## src/rtl/spi_audio_tx.sv

```systemverilog
// SPI mode-0 master that serialises 16-bit audio samples to the DAC, MSB first,
// with a one-entry holding buffer in front of the shift register.
module spi_audio_tx #(
  parameter int clock_max = 25_000_000,
  parameter int SCLK_DIV  = 2
) (
  input  logic        clk_25mhz,
  input  logic        reset,
  input  logic [15:0] sample_in,
  input  logic        sample_valid,
  output logic        sample_ready,
  output logic        busy,
  output logic        frame_done,
  output logic        overrun,
  output logic        dac_cs_n,
  output logic        dac_sclk,
  output logic        dac_mosi
);

  if (SCLK_DIV < 1) begin : g_bad_div
    $error("spi_audio_tx: SCLK_DIV must be >= 1");
  end
  if (clock_max <= 0) begin : g_bad_clk
    $error("spi_audio_tx: clock_max must be positive");
  end

  localparam int DW = (SCLK_DIV > 1) ? $clog2(SCLK_DIV) : 1;
  localparam logic [DW-1:0] DIV_LAST = DW'(SCLK_DIV - 1);

  typedef enum logic [2:0] {IDLE, LOW, HIGH, HOLD, GAP} state_t;

  state_t        state, state_nxt;
  logic [15:0]   hold, hold_nxt, shift_reg, shift_nxt;
  logic          hold_full, hold_full_nxt;
  logic [3:0]    bit_cnt, bit_nxt;
  logic [DW-1:0] div_cnt, div_nxt;
  logic          cs_nxt, sclk_nxt, mosi_nxt, done_nxt, ovr_nxt;
  logic          load_now, accept, div_end;

  assign load_now     = (state == IDLE) && hold_full;
  assign sample_ready = !hold_full || load_now;
  assign busy         = (state != IDLE);
  assign accept       = sample_valid && sample_ready;
  assign div_end      = (div_cnt == DIV_LAST);

  always_comb begin
    state_nxt     = state;
    hold_nxt      = hold;
    hold_full_nxt = hold_full;
    shift_nxt     = shift_reg;
    bit_nxt       = bit_cnt;
    div_nxt       = div_cnt;
    cs_nxt        = dac_cs_n;
    sclk_nxt      = dac_sclk;
    mosi_nxt      = dac_mosi;
    done_nxt      = 1'b0;
    ovr_nxt       = sample_valid && !sample_ready;

    // A write in the load cycle wins, so the buffer stays full with new data.
    if (load_now) hold_full_nxt = 1'b0;
    if (accept) begin
      hold_nxt      = sample_in;
      hold_full_nxt = 1'b1;
    end

    case (state)
      IDLE: begin
        if (load_now) begin
          shift_nxt = hold;
          cs_nxt    = 1'b0;
          mosi_nxt  = hold[15];
          bit_nxt   = '0;
          div_nxt   = '0;
          state_nxt = LOW;
        end
      end
      LOW: begin
        if (div_end) begin
          div_nxt   = '0;
          sclk_nxt  = 1'b1;
          state_nxt = HIGH;
        end else begin
          div_nxt = div_cnt + DW'(1);
        end
      end
      HIGH: begin
        if (div_end) begin
          div_nxt  = '0;
          sclk_nxt = 1'b0;
          if (bit_cnt != 4'd15) begin
            shift_nxt = {shift_reg[14:0], 1'b0};
            mosi_nxt  = shift_reg[14];
            bit_nxt   = bit_cnt + 4'd1;
            state_nxt = LOW;
          end else begin
            state_nxt = HOLD;
          end
        end else begin
          div_nxt = div_cnt + DW'(1);
        end
      end
      HOLD: begin
        if (div_end) begin
          div_nxt   = '0;
          cs_nxt    = 1'b1;
          done_nxt  = 1'b1;
          mosi_nxt  = 1'b0;
          state_nxt = GAP;
        end else begin
          div_nxt = div_cnt + DW'(1);
        end
      end
      GAP: begin
        if (div_end) begin
          div_nxt   = '0;
          state_nxt = IDLE;
        end else begin
          div_nxt = div_cnt + DW'(1);
        end
      end
      default: state_nxt = IDLE;
    endcase
  end

  always_ff @(posedge clk_25mhz or posedge reset) begin
    if (reset) begin
      state      <= IDLE;
      hold       <= '0;
      hold_full  <= 1'b0;
      shift_reg  <= '0;
      bit_cnt    <= '0;
      div_cnt    <= '0;
      dac_cs_n   <= 1'b1;
      dac_sclk   <= 1'b0;
      dac_mosi   <= 1'b0;
      frame_done <= 1'b0;
      overrun    <= 1'b0;
    end else begin
      state      <= state_nxt;
      hold       <= hold_nxt;
      hold_full  <= hold_full_nxt;
      shift_reg  <= shift_nxt;
      bit_cnt    <= bit_nxt;
      div_cnt    <= div_nxt;
      dac_cs_n   <= cs_nxt;
      dac_sclk   <= sclk_nxt;
      dac_mosi   <= mosi_nxt;
      frame_done <= done_nxt;
      overrun    <= ovr_nxt;
    end
  end

endmodule

```

## config.mk

```make
export PLATFORM = sky130hd
export DESIGN_NAME = spi_audio_tx
export DESIGN_NICKNAME = d
export VERILOG_FILES = /design/src/rtl/spi_audio_tx.sv
export SDC_FILE = /design/constraint.sdc
export NUM_CORES = 1
export LEC_CHECK = 0
export BUFFER_PORTS_ARGS = -buffer_cell sky130_fd_sc_hd__clkbuf_2
export CAP_MARGIN = 0
export CORE_ASPECT_RATIO = 0.8
export CORE_MARGIN = 4
export CORE_UTILIZATION = 61
export CTS_CLUSTER_SIZE = 16
export DETAILED_ROUTE_END_ITERATION = 7
export GPL_TIMING_DRIVEN = 0
export PLACE_DENSITY = 0.83
export SETUP_SLACK_MARGIN = 0.02
export SYNTH_ARGS = -nofsm -noshare
export SYNTH_HDL_FRONTEND = slang
export SYNTH_SLANG_ARGS = --single-unit
```

## constraint.sdc

```tcl
create_clock -name clk_25mhz -period 4.5 [get_ports clk_25mhz]
set_clock_uncertainty 0.15 [all_clocks]
set_input_delay 0.225 -clock clk_25mhz [delete_from_list [all_inputs] [get_ports clk_25mhz]]
set_output_delay 0.225 -clock clk_25mhz [all_outputs]
set_load 0.03 [all_outputs]
```

# --- After elaboration in Yosys (flattened, before gate mapping) ---
# Index checks and enable logic that the tools add are counted.
op_classes:
  n_eq_ne: 11
  order_cmp: 0
  div: 0
  addsub: 2
  n_reduce_logical: 21
  n_mux: 29
  mul: 0
  shifts: 0
  bitwise_logic: 0
op_table:
  columns: ["operator", "n"]
  rows:
  - ["$mux W15", 3]
  - ["$pmux W15 S2", 1]
  - ["$mux W3", 5]
  - ["$pmux W3 S5", 1]
  - ["$mux W4", 3]
  - ["$ne A2 B2 Y1 const B", 6]
  - ["$mux W1", 10]
  - ["$reduce_and A5 Y1", 2]
  - ["$reduce_bool A2 Y1", 5]
  - ["$pmux W4 S2", 1]
  - ["$eq A3 B2 Y1 const B", 2]
  - ["$pmux W1 S2", 3]
  - ["$reduce_and A3 Y1", 2]
  - ["$reduce_bool A3 Y1", 2]
  - ["$add A4 B1 Y4 const B", 1]
  - ["$ne A4 B4 Y1 const B", 1]
  - ["$reduce_and A4 Y1", 1]
  - ["$reduce_or A4 Y1", 1]
  - ["$eq A3 B1 Y1 const B", 1]
  - ["$eq A3 B3 Y1 const B", 1]
  - ["$logic_and A1 B1 Y1", 3]
  - ["$logic_not A3 Y1", 1]
  - ["$pmux W1 S3", 1]
  - ["$logic_not A1 Y1", 2]
  - ["4 further kinds", 4]
totals:
  ff_bits: 45
  output_inout_bits: 7
  latchBits: 0
  in_bits: 19
  rom_bits: 0
  mem_count: 0
  mem_bits_rw: 0
  wordCells: 74

# --- Longest topological paths before layout ---
# Gate-level depths: netlist of run 1.
depth:
  depth_word: 5
  mapped_depth: 6
  depth_no_buf: 4

# --- Worst setup path after synthesis of run 1 ---
# OpenSTA, ideal clock, no wires.
synth_path:
  path_type: "register -> register"
  from: "register state[1]"
  to: "register hold[10]"
  setup_time_ns: 0.125
  setup_slack_ns: 2.122
  stages_incl_launch_ff: 5
  required_ns: 4.225
  period_less_slack_ns: 2.378
  n_path_buf: 1
  t_arrival_ns: 2.103
  path_cell_list: "dfrtp_1 -> o31ai_1 -> nand2_2 -> buf_2 -> mux2_2"
synth_between:
  elab_chain_len: 4
synth_rtl:
  columns: ["item", "line_no", "text"]
  rows:
  - ["from (decl)", "32", "state_t state, state_nxt;"]
  - ["from (signal assigned)", "139", "state <= state_nxt;"]
  - ["$logic_not A3 Y1", "40", "assign load_now = (state == IDLE) && hold_full;"]
  - ["$logic_and A1 B1 Y1", "40", null]
  - ["$logic_or A1 B1 Y1", "41", "assign sample_ready = !hold_full || load_now;"]
  - ["named net sample_ready", "11", "output logic sample_ready,"]
  - ["$logic_and A1 B1 Y1", "43", "assign accept = sample_valid && sample_ready;"]
  - ["to (signal assigned)", "140", "hold <= hold_nxt;"]
  - ["to (decl)", "33", "logic [15:0] hold, hold_nxt, shift_reg, shift_nxt;"]
# The timed path passes the listed nets, and every way through them passes these cells.
# A chain may end at the register's enable or synchronous reset.

# --- Final worst setup path of run 1 ---
layout_path:
  from: "register bit_cnt[0]"
  to: "register shift_reg[3]"
layout_between:
  elab_chain_len: 3
layout_rtl:
  columns: ["item", "line_no", "text"]
  rows:
  - ["from (decl)", "35", "logic [3:0] bit_cnt, bit_nxt;"]
  - ["from (signal assigned)", "143", "bit_cnt <= bit_nxt;"]
  - ["$ne A4 B4 Y1", "90", "if (bit_cnt != 4'd15) begin"]
  - ["$ne A2 B2 Y1 (no line)", null, null]
  - ["$reduce_and A4 Y1 (no line)", null, null]
  - ["to (signal assigned)", "142", "shift_reg <= shift_nxt;"]
  - ["to (decl)", "33", null]
# No other way between the ends.

==> summary.txt, run 1 <==
Run status
  • Status: finished, final reports clean

Global routing
  • Remaining Overflow, GRT: 0
  • Global-route wire length before repair: approximately 6600 um
  • Vias in the first global route: 1388
  • Pin count of the biggest net entering global routing: 46
  • Antenna violations before repair: 0
  • Overall routing resource usage: approximately a fifth

STA
  • F_max: 463 MHz
  • Count of final hold-check violations: 0
  • Slew HR: 40.2%
  • # setup viols final: 0
  • Fin crit period: about 2.2 ns
  • Worst-Margin Slew: ~0.9 ns
  • Pins Over Slew Limit: 0
  • RSZ-0062 raised after global routing: false
  • Tcrit/Tclk final: 48.0%
  • Setup ws final: 2.34 ns
  • Setup Total Neg Slack: 0 ns

Drt
  • Via/cell ratio: roughly 5.7
  • Initial drt markers: between 150 and 200
  • DRT Wirelength: 3750 um
  • Pre-Repair DR Iteration Count: 4
  • Drt drc: 0
  • Vias post-DR: ~1300
  • Avg WL per Cell: roughly 16 um
  • Post-DRT Antenna Nets: 0

Floorplanning
  • Die X: 73.1 um
  • Row count: 18
  • Starting Density: about two thirds
  • Top-level I/O count: 26
  • Core Area: between 0.003 and 0.004 mm^2
  • Die Y: between 60 and 70 um
  • Die area: roughly 0.0044 mm^2

Worst setup path
  • Critical path class: flop to flop
  • Worst EP arrival: ~2.2 ns
  • CP Capture Type: flop
  • Worst EP required: ~4.5 ns
  • Buf/Inv on CP: 2
  • Setup crit start kind: flop
  • Crit path top cell by count: buf_6
  • Critical path's slowest cell: dfrtp_1
  • Cell Chain, Critical Path: ha_1 -> and4_1 -> or3_1 -> buf_6 -> buf_6 -> mux2_4
  • CP max stage delay: 0.43 ns
  • Top delay family on crit path: simple AND/OR/NAND/NOR gates
  • CP max FO: 10

Layout
  • # diodes: 0
  • Sequential Area: between 0.001 and 0.0015 mm^2
  • Area growth from synthesis to layout: 17.2%
  • Max FFs per register: 16
  • Share of cells above drive strength 1: roughly 46%
  • Nets@finish: around 210
  • Footprint of the multi-input gates: a little under 900 um^2
  • Final Util: 76.4%
  • # fillers: approximately 210

Pwr
  • Total power: around 800 uW
  • Worst IR drop on VDD: between 0.0002 and 0.00025 V
  • P_int: between 600 and 700 uW
  • Leak: between 1 and 1.5 nW
  • Switching share of power: between 20% and 30%
  • Combinational share of power: about 6.5%
  • Clock share of power: 39.9%
  • Net Switching: 167 uW
  • Sequential share of power: between 50% and 60%
  • Power density over cell area: around 330 mW/mm^2

Yosys
  • Synthesized net count: 173
  • Mean post-synth cell area: between 10 and 15 um^2
  • Yosys reg bits: 45
  • Post-synth top area share: between 50% and 60%
  • EDFF count, synth: 0
  • Top post-synthesis cells by area: dfrtp_1 53%, mux2_2 21%, mux2_4 5.1%, dfstp_2 1.3%, a22o_1 1.3%
  • Unique cell type count in the Yosys netlist: 35
  • Synth Instances: around 150
  • Async set-reset flop share out of synthesis: 100%
  • Mapped Area: approximately 0.0021 mm^2
  • Seq/Total Area, Yosys: between 50% and 60%
  • Most frequent cell after synthesis: dfrtp_1
  • Prevailing post-synth register cell: dfrtp_1
  • Synth cell count leaders: 44 x dfrtp_1, 39 x mux2_2, 7 x mux2_4, 5 x inv_1
  • Post-synth top area cell: dfrtp_1
  • Ys Warns: 0

CTS
  • Clk buf depth: 2
  • Clk root buf: clkbuf_8
  • # H-tree levels: 2
  • Post-CTS setup repair buffer count: 0
  • Post-cts sizing count: 0
  • CTS tree: built
  • Clk Latency, worst-skew pair: 0.30 ns
  • Reg clk slew, reported paths: about 0.090 ns
  • Num CTS Buffers: 5
  • Clk sinks: between 40 and 50

Worst hold path
  • Worst Hold Class: input port to flop

Placement
  • # port buffers: 25
  • Post-detail-place hpwl: roughly 2500 um
  • Global placer's final weighted congestion: roughly 0.83
  • Place WS: between 2 and 2.5 ns

Job
  • Total of max-cap violations: 0
==> worst reg2reg max path, stage by stage, from the launching register on <==
cell and delay, ns:
dfrtp_1 0.43, ha_1 0.28, and4_1 0.23, or3_1 0.35
buf_6 0.16, buf_6 0.15, mux2_4 0.30
==> path summary, 6_finish.rpt <==
path	depth (start not counted)	slack, ns	from	to
worst max-delay path	6	2.34	bit_cnt[0]$_DFFE_PP0P_	shift_reg[3]$_DFFE_PP0P_
max in group asynchronous	3	3.14	reset	bit_cnt[3]$_DFFE_PP0P_
worst min-delay path	2	0.002	sample_in[11]	hold[11]$_DFFE_PP0P_
worst max register to register	6	2.34	bit_cnt[0]$_DFFE_PP0P_	shift_reg[3]$_DFFE_PP0P_
worst min register to register	1	0.36	hold[12]$_DFFE_PP0P_	hold[12]$_DFFE_PP0P_
min in group asynchronous	3	0.49	reset	hold[11]$_DFFE_PP0P_
==> repair_timing <==
item,in CTS,in global routing
setup endpoints to repair,0,0
endpoints found under the hold margin,47,2
hold buffers,4,2
==> metal layers <==
metal	GRT usage [%]	vias up	routed length [um]
met5	0	-	0
met4	6.58	0	57
met3	5.88	8	189
met2	31.2	41	1750
met1	27.5	654	1760
li1	-	628	-
==> stage by stage <==
step | std cells | hold slack [ns] | instance area (um^2)
2_1_floorplan | 153 | 0.183 | 2070
6_report | 232 | 0.00173 | 2420
3_5_place_dp | 218 | 0.308 | 2240
5_1_grt | 232 | 0.000488 | 2420
3_3_place_gp | 218 | 0.305 | 2240
4_1_cts | 230 | 0.00101 | 2400
==> cells in the final DEF, fill, tap and decap left out, types with 4 or more instances in the layout <==
master / instances
clkbuf_8: 6
inv_1: 4
buf_2: 4
a21oi_1: 4
mux2_2: 39
nand2b_1: 4
dlygate4sd3_1: 6
dfrtp_1: 44
mux2_4: 7
clkbuf_2: 25
==> cells by family (layout without fill, tap and decap cells) <==
kind of cell	Yosys count	after routing	share of synthesized area (%)
adder cells (fa/ha/maj)	1	1	0.604
multiplexers	48	48	27.3
buffers and inverters	14	53	3.51
AND/OR/NAND/NOR	25	25	7.32
flip-flops	45	45	54.5
AO/OA/AOI/OAI	20	20	6.83
==> power groups by stage <==
stage	clock (mW)	sequential [mW]	combinational, mW
global placement	0	0.436	0.0459
CTS	0.323	0.430	0.0519
floorplan	0	0.435	0.0343
detailed placement	0	0.438	0.0489
global route	0.348	0.432	0.0589
finish	0.319	0.430	0.0516
==> area by class of cell <==
cell class | count | area share [%]
buffer | 9 | 2.22
clock buffer | 6 | 3.41
clock inverter | 2 | 1.55
inverter | 5 | 0.774
multi-input combinational | 94 | 35.9
sequential | 45 | 46.5
tap | 40 | 2.06
timing repair buffer | 31 | 7.64
Note: power is estimated with default switching activity, not from simulation.
==> run 2: changes to the inputs <==
--- a/config.mk
+++ b/config.mk
@@ -9,11 +9,11 @@
 export CAP_MARGIN = 0
 export CORE_ASPECT_RATIO = 0.8
 export CORE_MARGIN = 4
-export CORE_UTILIZATION = 61
+export CORE_UTILIZATION = 57
 export CTS_CLUSTER_SIZE = 16
 export DETAILED_ROUTE_END_ITERATION = 7
 export GPL_TIMING_DRIVEN = 0
-export PLACE_DENSITY = 0.83
+export PLACE_DENSITY = 0.79
 export SETUP_SLACK_MARGIN = 0.02
 export SYNTH_ARGS = -nofsm -noshare
 export SYNTH_HDL_FRONTEND = slang
==> constraint.sdc (replaced) <==
create_clock -name clk_25mhz -period 2 [get_ports clk_25mhz]
set_clock_uncertainty 0.15 [all_clocks]
set_input_delay 0.1 -clock clk_25mhz [delete_from_list [all_inputs] [get_ports clk_25mhz]]
set_output_delay 0.1 -clock clk_25mhz [all_outputs]
set_load 0.03 [all_outputs]
==> summary.txt, run 2 (synthesis results as in run 1) <==
STA
  • Count of final hold-check violations: 0 (unchanged)
  • F_max: 507 MHz (+9.3%)
  • # setup viols final: 0 (unchanged)
  • Slew HR: 39.0% (-1.2 points)
  • Pins Over Slew Limit: 0 (unchanged)
  • Worst-Margin Slew: 0.914 ns (+0.0177 ns)
  • Fin crit period: 1.97 ns (-0.184 ns)
  • Tcrit/Tclk final: 98.7% (+51 points)

Floorplanning
  • Die X: 75.4 um (+3.1%)
  • Row count: 19 (+1)
  • Die Y: 61.9 um (+3.0%)
  • Top-level I/O count: 26 (unchanged)
  • Die area: 0.00466 mm^2 (+6.2%)
  • Starting Density: 59.6% (-5.5 points)
  • Core Area: 0.00347 mm^2 (+9.3%)

Drt
  • Drt drc: 0 (unchanged)
  • DRT Wirelength: 4240 um (+13%)
  • Post-DRT Antenna Nets: 0 (unchanged)
  • Via/cell ratio: 5.51 (-4.0%)
  • Vias post-DR: 1405 (+5.6%)
  • Pre-Repair DR Iteration Count: 4 (unchanged)
  • Avg WL per Cell: 16.6 um (+2.8%)
  • Initial drt markers: 109 (-33%)

CTS
  • Reg clk slew, reported paths: 0.08 ns (about the same)
  • # H-tree levels: 2 (unchanged)
  • Num CTS Buffers: 5 (unchanged)
  • Clk sinks: 45 (unchanged)
  • CTS tree: built
  • Clk buf depth: 2 (unchanged)
  • Clk Latency, worst-skew pair: 0.29 ns (about the same)
  • Clk root buf: clkbuf_8

Pwr
  • Power density over cell area: 674 mW/mm^2 (+100%)
  • Leak: 1.29 nW (+9.8%)
  • Worst IR drop on VDD: 0.000572 V (+160%)
  • Total power: 1.80 mW (+120%)

Worst setup path
  • CP max FO: 6 (-4)
  • Critical path class: flop to flop
  • Cell Chain, Critical Path: ha_2 -> and4_4 -> or3_4 -> clkbuf_16 -> mux2_2
  • Worst EP required: 2.02 ns (-2.52 ns)
  • Reg2Reg Setup Slack: 0.03 ns (-2.32 ns)
  • Setup crit start kind: flop
  • Worst EP arrival: 1.99 ns (-0.21 ns)
  • CP Capture Type: flop
  • Top delay family on crit path: simple AND/OR/NAND/NOR gates
  • Critical path's slowest cell: or3_4
  • CP max stage delay: 0.45 ns (+0.02 ns)
  • Buf/Inv on CP: 1 (-1)

Layout
  • Share of cells above drive strength 1: 48.4% (+2.0 points)
  • Nets@finish: 232 (+10%)
  • Most frequent cells in the layout: 43 x dfrtp_1, 39 x mux2_2, 25 x clkbuf_2, 18 x dlygate4sd3_1, 9 x buf_4
  • Area growth from synthesis to layout: 29.0%
  • # diodes: 0 (unchanged)
  • Leading cell type in the layout, fill and taps excluded: dfrtp_1
  • Max FFs per register: 16 (unchanged)
  • Final Util: 76.9% (+0.57 points)

Run status
  • Status: finished, final reports clean

Global routing
  • Overall routing resource usage: 19.0% (-1.2 points)
  • Vias in the first global route: 1377 (-0.79%)
  • Antenna violations before repair: 0 (unchanged)
  • Pin count of the biggest net entering global routing: 46 (unchanged)
  • Global-route wire length before repair: 6510 um (-1.3%)
  • Remaining Overflow, GRT: 0 (unchanged)

Placement
  • # port buffers: 25 (unchanged)
  • Post-detail-place hpwl: 2560 um (+1.0%)
  • Global placer's final weighted congestion: 0.817 (-1.6%)

Worst hold path
  • Worst Hold Class: flop to flop

Job
  • Total of max-cap violations: 0 (unchanged)
==> run 2: final cells by class <==
type / instances / area, um^2
Multi-Input combinational cell: 94 / 900
Inverter: 5 / 18.8
Timing Repair Buffer: 53 / 398
Buffer: 8 / 56.3
Tap cell: 42 / 52.6
Sequential cell: 45 / 1130
Clock buffer: 7 / 86.3
Fill cell: 213 / 801
Clock inverter: 1 / 30.0
==> run 2: power breakdown <==
| part | switching [mW] | internal, mW |
|---|---|---|
| registers | 0.0204 | 0.948 |
| clock network | 0.289 | 0.407 |
| logic | 0.0492 | 0.0879 |
==> run 2: metrics by stage <==
step	instances	instance area, um^2	hold WS (ns)	setup TNS [ns]	worst slack [ns]
5_1_grt	255	2670	0.374	-0.0669	-0.0428
3_3_place_gp	220	2260	0.180	-0.503	-0.0690
3_5_place_dp	220	2260	0.185	-0.824	-0.104
2_1_floorplan	153	2080	0.0584	0	0.0233
6_report	255	2670	0.355	0	0.0264
4_1_cts	249	2590	0.360	0	0.0530
==> run 2: worst reg2reg max path: stages, from the launching register on <==
cell and delay (ns):
dfrtp_1 0.40, ha_2 0.21, and4_4 0.19, or3_4 0.45
clkbuf_16 0.18, mux2_2 0.28
==> run 2: worst paths after layout <==
check                                             from                  endpoint  cells after the start
worst max-delay path            bit_cnt[0]$_DFFE_PP0P_    bit_cnt[0]$_DFFE_PP0P_                      5
worst min-delay path              hold[14]$_DFFE_PP0P_      hold[14]$_DFFE_PP0P_                      1
worst max register to register  bit_cnt[0]$_DFFE_PP0P_    bit_cnt[0]$_DFFE_PP0P_                      5
worst min register to register    hold[14]$_DFFE_PP0P_      hold[14]$_DFFE_PP0P_                      1
max in group asynchronous                        reset      state[0]$_DFFE_PP0P_                      3
min in group asynchronous                        reset  shift_reg[6]$_DFFE_PP0P_                      3
==> run 2: layer usage <==
metal  global-route usage [%]  up-vias  share of wire, %
met3                     4.98        8               4.9
met1                     25.3      690                44
li1                         -      669                 -
met5                        0        -                 0
met4                     6.73        0               1.8
met2                     30.6       38                49
==> run 2: what timing repair did <==
| item | 4_1_cts | 5_1_grt |
|---|---|---|
| cloned | 0 | 1 |
| endpoints found under the setup margin | 10 | 11 |
| hold buffers | 18 | 0 |
| gates resized for setup | 4 | 5 |
| pin swaps | 1 | 2 |
| endpoints found under the hold margin | 62 | 0 |
| buffers inserted | 4 | 5 |
==> run 3: changes to the inputs <==
--- a/config.mk
+++ b/config.mk
@@ -5,7 +5,7 @@
 export SDC_FILE = /design/constraint.sdc
 export NUM_CORES = 1
 export LEC_CHECK = 0
-export BUFFER_PORTS_ARGS = -buffer_cell sky130_fd_sc_hd__clkbuf_2
+export BUFFER_PORTS_ARGS = -buffer_cell sky130_fd_sc_hd__buf_4
 export CAP_MARGIN = 0
 export CORE_ASPECT_RATIO = 0.8
 export CORE_MARGIN = 4
==> summary.txt, run 3 (synthesis results as in run 1) <==
Run status
  • Status: finished, final reports clean

STA
  • Tcrit/Tclk final: 97.9% (-0.83 points)
  • RSZ-0062 raised after global routing: false
  • Worst-Margin Slew: 0.913 ns (-0.000721 ns)
  • Pins Over Slew Limit: 0 (unchanged)
  • F_max: 511 MHz (+0.85%)
  • Slew HR: 39.0% (+0.048 points)
  • Setup ws final: 0.0430 ns (+0.0165 ns)
  • Fin crit period: 1.96 ns (-0.0165 ns)
  • Min Hold Slack: 0.352 ns (-0.00310 ns)
  • Count of final hold-check violations: 0 (unchanged)
  • # setup viols final: 0 (unchanged)

Pwr
  • Power density over cell area: 617 mW/mm^2 (-8.6%)
  • Total power: 1.66 mW (-7.8%)
  • Worst IR drop on VDD: 0.000527 V (-8.0%)
  • Leak: 1.28 nW (-0.19%)

Worst setup path
  • Critical path class: flop to flop
  • CP Capture Type: flop
  • CP max FO: 6 (unchanged)
  • Setup crit start kind: flop
  • Top delay family on crit path: simple AND/OR/NAND/NOR gates
  • CP max stage delay: 0.45 ns (about the same)
  • Critical path's slowest cell: or3_4
  • Worst EP required: 2.03 ns (about the same)
  • Worst EP arrival: 1.99 ns (about the same)
  • Buf/Inv on CP: 1 (unchanged)
  • Cell Chain, Critical Path: ha_2 -> and4_4 -> or3_4 -> clkbuf_16 -> mux2_4

Placement
  • Global placer's final weighted congestion: 0.847 (+3.6%)
  • Post-detail-place hpwl: 2570 um (+0.18%)
  • # port buffers: 25 (unchanged)
  • Place WS: -0.0950 ns (+0.00902 ns)

CTS
  • Num CTS Buffers: 5 (unchanged)
  • Reg clk slew, reported paths: 0.09 ns (about the same)
  • Clk root buf: clkbuf_8
  • # H-tree levels: 2 (unchanged)
  • Clk Latency, worst-skew pair: 0.29 ns (about the same)
  • CTS tree: built
  • Clk sinks: 45 (unchanged)
  • Clk buf depth: 2 (unchanged)

Drt
  • Drt drc: 0 (unchanged)
  • Avg WL per Cell: 16.5 um (-0.58%)
  • Vias post-DR: 1449 (+3.1%)
  • DRT Wirelength: 4200 um (-0.97%)
  • Via/cell ratio: 5.70 (+3.5%)
  • Post-DRT Antenna Nets: 0 (unchanged)
  • Initial drt markers: 115 (+5.5%)
  • Pre-Repair DR Iteration Count: 4 (unchanged)

Floorplanning
  • Top-level I/O count: 26 (unchanged)
  • Die X: 75.4 um (unchanged)
  • Core Area: 0.00347 mm^2 (unchanged)
  • Row count: 19 (unchanged)
  • Starting Density: 59.6% (unchanged)
  • Die Y: 61.9 um (unchanged)
  • Die area: 0.00466 mm^2 (unchanged)

Layout
  • Final Util: 77.6% (+0.65 points)
  • Nets@finish: 231 (-0.43%)
  • Leading cell type in the layout, fill and taps excluded: dfrtp_1
  • Share of cells above drive strength 1: 48.6% (+0.23 points)
  • Area growth from synthesis to layout: 30.1%
  • # diodes: 0 (unchanged)
  • Most frequent cells in the layout: 42 x dfrtp_1, 39 x mux2_2, 33 x buf_4, 18 x dlygate4sd3_1, 7 x mux2_4
  • Max FFs per register: 16 (unchanged)

Global routing
  • Antenna violations before repair: 0 (unchanged)
  • Pin count of the biggest net entering global routing: 46 (unchanged)
  • Vias in the first global route: 1459 (+6.0%)
  • Global-route wire length before repair: 7020 um (+7.8%)
  • Remaining Overflow, GRT: 0 (unchanged)
  • Overall routing resource usage: 20.3% (+1.3 points)

Worst hold path
  • Worst Hold Class: flop to flop

Job
  • Total of max-cap violations: 0 (unchanged)
run 3: worst reg2reg max path, stage by stage (launching register included):
cell and delay (ns):
dfrtp_1 0.39, ha_2 0.20, and4_4 0.19, or3_4 0.45, clkbuf_16 0.18, mux2_4 0.29
run 3: per-layer routing:
metal  wire, um  track usage (%)
met4         76             6.98
met3        169             4.34
met1       1970             28.1
met2       1990             32.1
met5          0                0
run 3: cell type report:
| class | instances | area (um^2) |
|---|---|---|
| Fill cell | 213 | 778 |
| Tap cell | 42 | 52.6 |
| Inverter | 5 | 18.8 |
| Clock buffer | 6 | 72.6 |
| Clock inverter | 2 | 10.0 |
| Multi-Input combinational cell | 94 | 900 |
| Buffer | 8 | 56.3 |
| Timing Repair Buffer | 52 | 453 |
| Sequential cell | 45 | 1130 |
run 3: timing repair:
action                     CTS  global route
pin swaps                    0             1
setup buffers                4             4
resized for setup            5             5
hold buffers                18             0
setup endpoints to repair   11             9
cloned                       0             1
hold endpoints to repair    62             0
run 3: final timing paths:
path,start,end,slack [ns],depth (start not counted)
setup / recovery,bit_cnt[0]$_DFFE_PP0P_,shift_reg[2]$_DFFE_PP0P_,0.04,5
hold / removal,hold[0]$_DFFE_PP0P_,shift_reg[0]$_DFFE_PP0P_,0.35,1
setup reg to reg,bit_cnt[0]$_DFFE_PP0P_,shift_reg[2]$_DFFE_PP0P_,0.04,5
hold reg to reg,hold[0]$_DFFE_PP0P_,shift_reg[0]$_DFFE_PP0P_,0.35,1
max in group asynchronous,reset,state[2]$_DFFE_PP0P_,0.64,3
min in group asynchronous,reset,shift_reg[6]$_DFFE_PP0P_,0.43,3
run 3: through the flow:
step / instance area [um^2] / std cells / TNS [ns]
CTS: 2620 / 249 / 0
global route: 2690 / 254 / 0
global placement: 2320 / 220 / -0.571
floorplan: 2080 / 153 / 0
detailed placement: 2320 / 220 / -0.712
finish: 2690 / 254 / 0
run 3: power breakdown:
group / leakage [nW] / switching, mW / internal (mW) / total [mW]
sequential: 0.575 / 0.0189 / 0.948 / 0.966
combinational: 0.663 / 0.0501 / 0.0982 / 0.148
clock: 0.0450 / 0.303 / 0.243 / 0.545
total: 1.28 / 0.372 / 1.29 / 1.66
